**src/rtl/cpu_step_gate_pkg.sv**
```systemverilog
// cpu_dbg_pkg: shared FSM encodings and defaults for the CPU step gate
// Contents:
//   STATE_W        width of the FSM state code
//   DB_CYCLES_DEF  default key debounce length in clk cycles
//   step_state_t   RUN / HALT / STEP state encodings
package cpu_dbg_pkg;
    localparam int STATE_W = 2;
    localparam logic [19:0] DB_CYCLES_DEF = 20'd500000;
    typedef enum logic [STATE_W-1:0] {
        RUN  = 2'd0,
        HALT = 2'd1,
        STEP = 2'd2
    } step_state_t;
endpackage

```
**src/rtl/cpu_step_gate_key_debounce.sv**
```systemverilog
// key_debounce: synchronise a raw push-button and emit one pulse per stable press
// Ports:
//   clk        system clock
//   rst        synchronous active-low reset
//   key        raw asynchronous active-high button
//   key_pulse  one-clk pulse once key has been high for DB_CYCLES consecutive clks
module key_debounce
    import cpu_dbg_pkg::*;
#(
    parameter logic [19:0] DB_CYCLES = DB_CYCLES_DEF
) (
    input  logic clk,
    input  logic rst,
    input  logic key,
    output logic key_pulse
);
    logic        s1, s2, fired;
    logic [19:0] cnt;
    // fired blocks repeat pulses until the synchronised key is seen low again
    always_ff @(posedge clk) begin
        if (!rst) begin
            s1        <= 1'b0;
            s2        <= 1'b0;
            fired     <= 1'b0;
            cnt       <= '0;
            key_pulse <= 1'b0;
        end else begin
            s1        <= key;
            s2        <= s1;
            key_pulse <= 1'b0;
            if (!s2) begin
                cnt   <= '0;
                fired <= 1'b0;
            end else if (!fired) begin
                if (cnt == DB_CYCLES - 20'd1) begin
                    key_pulse <= 1'b1;
                    fired     <= 1'b1;
                end else begin
                    cnt <= cnt + 20'd1;
                end
            end
        end
    end
endmodule

```
**src/rtl/cpu_step_gate.sv**
```systemverilog
// cpu_step_gate: turn divider ticks into gated single-cycle CPU enable pulses
// Optional feature macro: STEP_GATE_BREAKPOINT_EN (PC breakpoint with resume skip)
// Ports:
//   clk       system clock
//   rst       synchronous active-low reset
//   tick_in   divided-clock level from the clock divider
//   sw        sw[0]=1 run mode, 0 single-step mode; other bits unused
//   key1      raw push-button, asynchronous, active-high
//   pc_in     current CPU PC
//   bp_addr   breakpoint address
//   bp_en     breakpoint enable
//   cpu_en    one-clk advance pulse to the CPU
//   halted    high while in HALT
//   state     FSM state code
//   step_cnt  number of cpu_en pulses issued, wrapping
module cpu_step_gate
    import cpu_dbg_pkg::*;
#(
    parameter logic [19:0] DB_CYCLES = DB_CYCLES_DEF,
    parameter int          CNT_W     = 16
) (
    input  logic               clk,
    input  logic               rst,
    input  logic               tick_in,
    input  logic [15:0]        sw,
    input  logic               key1,
    input  logic [31:0]        pc_in,
    input  logic [31:0]        bp_addr,
    input  logic               bp_en,
    output logic               cpu_en,
    output logic               halted,
    output logic [STATE_W-1:0] state,
    output logic [CNT_W-1:0]   step_cnt
);
    step_state_t cur, nxt;
    logic        tick_d, tick_pulse, key_pulse, en_n, bp_stop;
    logic        unused_ok;
    key_debounce #(.DB_CYCLES(DB_CYCLES)) u_key (
        .clk      (clk),
        .rst      (rst),
        .key      (key1),
        .key_pulse(key_pulse)
    );
    assign tick_pulse = tick_in & ~tick_d;
    assign state      = cur;
`ifdef STEP_GATE_BREAKPOINT_EN
    logic skip_bp;
    // skip_bp lets a resume from a breakpoint step past the PC that stopped it
    assign bp_stop   = bp_en & (pc_in == bp_addr) & ~skip_bp;
    assign unused_ok = ^sw[15:1];
    always_ff @(posedge clk) begin
        if (!rst)
            skip_bp <= 1'b0;
        else if (cur == HALT && key_pulse && sw[0])
            skip_bp <= 1'b1;
        else if (cur == RUN && en_n)
            skip_bp <= 1'b0;
    end
`else
    assign bp_stop   = 1'b0;
    assign unused_ok = ^{sw[15:1], pc_in, bp_addr, bp_en};
`endif
    // A key press in HALT wins over a coincident tick, so that tick is never consumed
    always_comb begin
        nxt  = cur;
        en_n = 1'b0;
        case (cur)
            HALT: if (key_pulse) nxt = sw[0] ? RUN : STEP;
            RUN: begin
                if (!sw[0])
                    nxt = HALT;
                else if (tick_pulse) begin
                    if (bp_stop)
                        nxt = HALT;
                    else
                        en_n = 1'b1;
                end
            end
            STEP: begin
                if (tick_pulse) begin
                    en_n = 1'b1;
                    nxt  = HALT;
                end
            end
            default: nxt = HALT;
        endcase
    end
    always_ff @(posedge clk) begin
        if (!rst) begin
            cur      <= HALT;
            tick_d   <= 1'b0;
            cpu_en   <= 1'b0;
            halted   <= 1'b1;
            step_cnt <= '0;
        end else begin
            cur      <= nxt;
            tick_d   <= tick_in;
            cpu_en   <= en_n;
            halted   <= (nxt == HALT);
            step_cnt <= step_cnt + CNT_W'(en_n);
        end
    end
endmodule
```
**config.mk**
```make
export PLATFORM = sky130hd
export DESIGN_NAME = cpu_step_gate
export DESIGN_NICKNAME = d
export VERILOG_FILES = /design/src/rtl/cpu_step_gate_pkg.sv /design/src/rtl/cpu_step_gate_key_debounce.sv /design/src/rtl/cpu_step_gate.sv
export SDC_FILE = /design/constraint.sdc
export NUM_CORES = 1
export LEC_CHECK = 0
export ABC_AREA = 1
export CORE_MARGIN = 3
export CORE_UTILIZATION = 35
export CTS_CLUSTER_DIAMETER = 60
export CTS_CLUSTER_SIZE = 14
export DETAILED_ROUTE_END_ITERATION = 10
export DONT_BUFFER_PORTS = 1
export PLACE_DENSITY_LB_ADDON = 0.3
export RECOVER_POWER = 25
export SETUP_SLACK_MARGIN = 0.3
export SLEW_MARGIN = 20
export SYNTH_ARGS = -nofsm -noshare
export SYNTH_HDL_FRONTEND = slang
export SYNTH_SLANG_ARGS = --single-unit
```
**constraint.sdc**
```tcl
create_clock -name clk -period 2.3 [get_ports clk]
set_input_delay 0.46 -clock clk [delete_from_list [all_inputs] [get_ports clk]]
set_output_delay 0.46 -clock clk [all_outputs]
set_load 0.01 [all_outputs]
```
==> flow_summary.toml <==
[grt]
gr-total-overflow = 0
grt_max_degree = 20
antenna_found_initial = 0
grt_pass1_wl_um = 8562
grt_pass1_vias = 1962
grtUsageTotal_pct = 13.76

[min_path]
min_path_type = "input port to register"

[pwr]
ir_drop_mv = 0.2791
leakage_nw = 0.9900
power_density_nw_per_um2 = 555.0
power_w = 0.001403

[timing]
fin_ws_ns = 0.3777
slew_violations = 0
fin_skew_ns = 0.004995
timing.final.crit_share_pct = 83.58
relSlewSlack_pct = 77.28
max_freq_mhz = 520.2
worst_pin_slew_ns = 0.3396
setup_viol = 0
fin_crit_ns = 1.922
fin_tns_setup_ns = 0
rsz0062_at_grt = "true"
hold_viol = 0

[setup_path]
cp_num_buf_inv = 0
crit_chain = "nor2_1 > nor3_4 > ha_2 > ha_4 > nand2_4 > nor2_4 > nand4_1 > nor2_2 > nor2_1 > nor3b_1"
slowest_delay_ns = 0.42
cp_max_fo = 4
crit_family = "simple AND/OR/NAND/NOR gates"
start_kind = "register"
crit_type = "register to register"
arrival_ns = 2.14
cp_common_cell = "nor2_1"
cp-end-kind = "register"
cp.required_ns = 2.52
cp_slowest_cell = "dfxtp_1"

[routing]
vias = 2027
antenna_left = 0
routed_wl_um = 4830
drt_first_pass_iters = 4
via_per_inst = 4.873
drtIter0Drc = 75
wl_per_cell_um = 11.61
post-route-drc-count = 0

[clocking]
cts_buffers = 5
ctsLongestPathBuffers = 2
cts.sinks = 45
clock-root-buffer = "clkbuf_8"
hold_buffers = 0
clock_latency_ns = 0.29
cts_tree = "yes"
h-tree-depth = 2
path_clk_slew_ns = 0.09

[cells_and_area]
final_common_cell = "nand2_1"
drive_above_1_share_pct = 10.26
utilization_pct = 41.48
stdcell_count = 416
layout_common_cells = "nand2_1, nor2_1, dfxtp_1"
diodes = 0
nets = 429
num-fill-cells = 666
areaGrowthSynthToFinish_pct = 11.17

[yosys]
ys_seq_area_share_pct = 39.60
synth_ff_type = "dfxtp_1"
syn_inst = 335
async_flop_share_pct = 0
synth_warnings = 0
synth-seq-cells = 45
synth_edf_count = 0
avgSynthCellArea_um2 = 6.790
synth_fp_nets = 424
synthDistinctLibCells = 31
synth_area_um2 = 2275

[die]
pin_count = 105
rows = 28
die_area_um2 = 7502
coreArea_um2 = 6096
die_h_um = 86.62
die_w_um = 86.62
initial_utilization_pct = 37.32

[placement]
dpl.cell_count = 407
gp_congestion = 0.8107
hpwl_um = 3489
pre_cts_ws_ns = 0.1177
portBuffers = 0

[run]
maxCapViolCount = 0

[status]
status = "finished clean"
==> worst reg2reg max path, cell delays in order (launching register included) <==
cell	delay, ns
dfxtp_1	0.42
nor2_1	0.13
nor3_4	0.15
ha_2	0.22
ha_4	0.14
nand2_4	0.06
nor2_4	0.12
nand4_1	0.19
nor2_2	0.19
nor2_1	0.06
nor3b_1	0.18
==> metal layers <==
| layer | track usage (%) | wire [um] | vias to the layer above |
|---|---|---|---|
| met2 | 23.50 | 2259 | 38 |
| li1 | - | - | 1072 |
| met3 | 3.992 | 293 | 2 |
| met5 | 0 | 0 | - |
| met1 | 17.09 | 2256 | 915 |
| met4 | 3.116 | 20 | 0 |
==> per-stage QoR <==
| step | area, um2 | hold WS, ns |
|---|---|---|
| after detailed placement | 2355 | 0.4026 |
| after global routing | 2529 | 0.2379 |
| final | 2529 | 0.2519 |
| after global placement | 2355 | 0.4014 |
| after CTS | 2471 | 0.2459 |
| after floorplan | 2277 | 0.3905 |
==> cell type report <==
class	count	area (um2)	share of cell area (%)
multi-input combinational	240	1222	48.34
sequential	45	902.1	35.68
inverter	43	161.4	6.383
tap	75	93.84	3.711
clock buffer	6	72.57	2.870
clock inverter	2	38.79	1.534
timing repair buffer	5	37.54	1.484
==> Yosys cell counts (4+ instances only) <==
library cell | instances | area, um2
xor2_1 | 5 | 43.79
inv_2 | 4 | 15.01
inv_1 | 38 | 142.6
ha_1 | 4 | 50.05
nand4_1 | 8 | 50.05
nor2_1 | 53 | 198.9
nand2_1 | 86 | 322.8
dfxtp_1 | 45 | 900.9
clkbuf_1 | 4 | 15.01
xnor2_1 | 5 | 43.79
o21ai_0 | 10 | 50.05
a21oi_1 | 21 | 105.1
nand3_1 | 28 | 140.1
==> power breakdown <==
part,switching (W),internal [W]
Combinational,0.0000138,0.00000751
Clock,0.000272,0.000326
Sequential,0.00000186,0.000781
Total,0.000288,0.00112
==> state kept, by name, indices dropped and copies added, names as in the netlist <==
signal / cells
u_key.key_pulse: 1
u_key.s2: 1
u_key.fired: 1
cpu_en: 1
u_key.cnt: 20
halted: 1
tick_d: 1
state: 2
step_cnt: 16
u_key.s1: 1
==> repair_timing <==
| action | CTS | global route |
|---|---|---|
| pin swaps | 0 | 8 |
| setup buffers | 0 | 1 |
| gates resized for setup | 1 | 16 |
| setup endpoints to repair | 4 | 9 |
==> logic make-up after synthesis <==
logic type	Yosys count	share of synthesized area (%)
adder cells (fa/ha/maj)	4	2.200
flip-flops	45	39.60
AO/OA/AOI/OAI	36	8.526
XOR/XNOR	10	3.850
AND/OR/NAND/NOR	190	36.69
buffers and inverters	50	9.130
==> path summary, 6_finish.rpt <==
check,startpoint,slack [ns],depth (start not counted),end
min,rst,0.25,1,halted
min reg2reg,u_key.s1,0.42,2,u_key.s2
max reg2reg,state[1],0.38,10,step_cnt[12]
max,state[1],0.38,10,step_cnt[12]
Power figures use the tool's default switching activity.
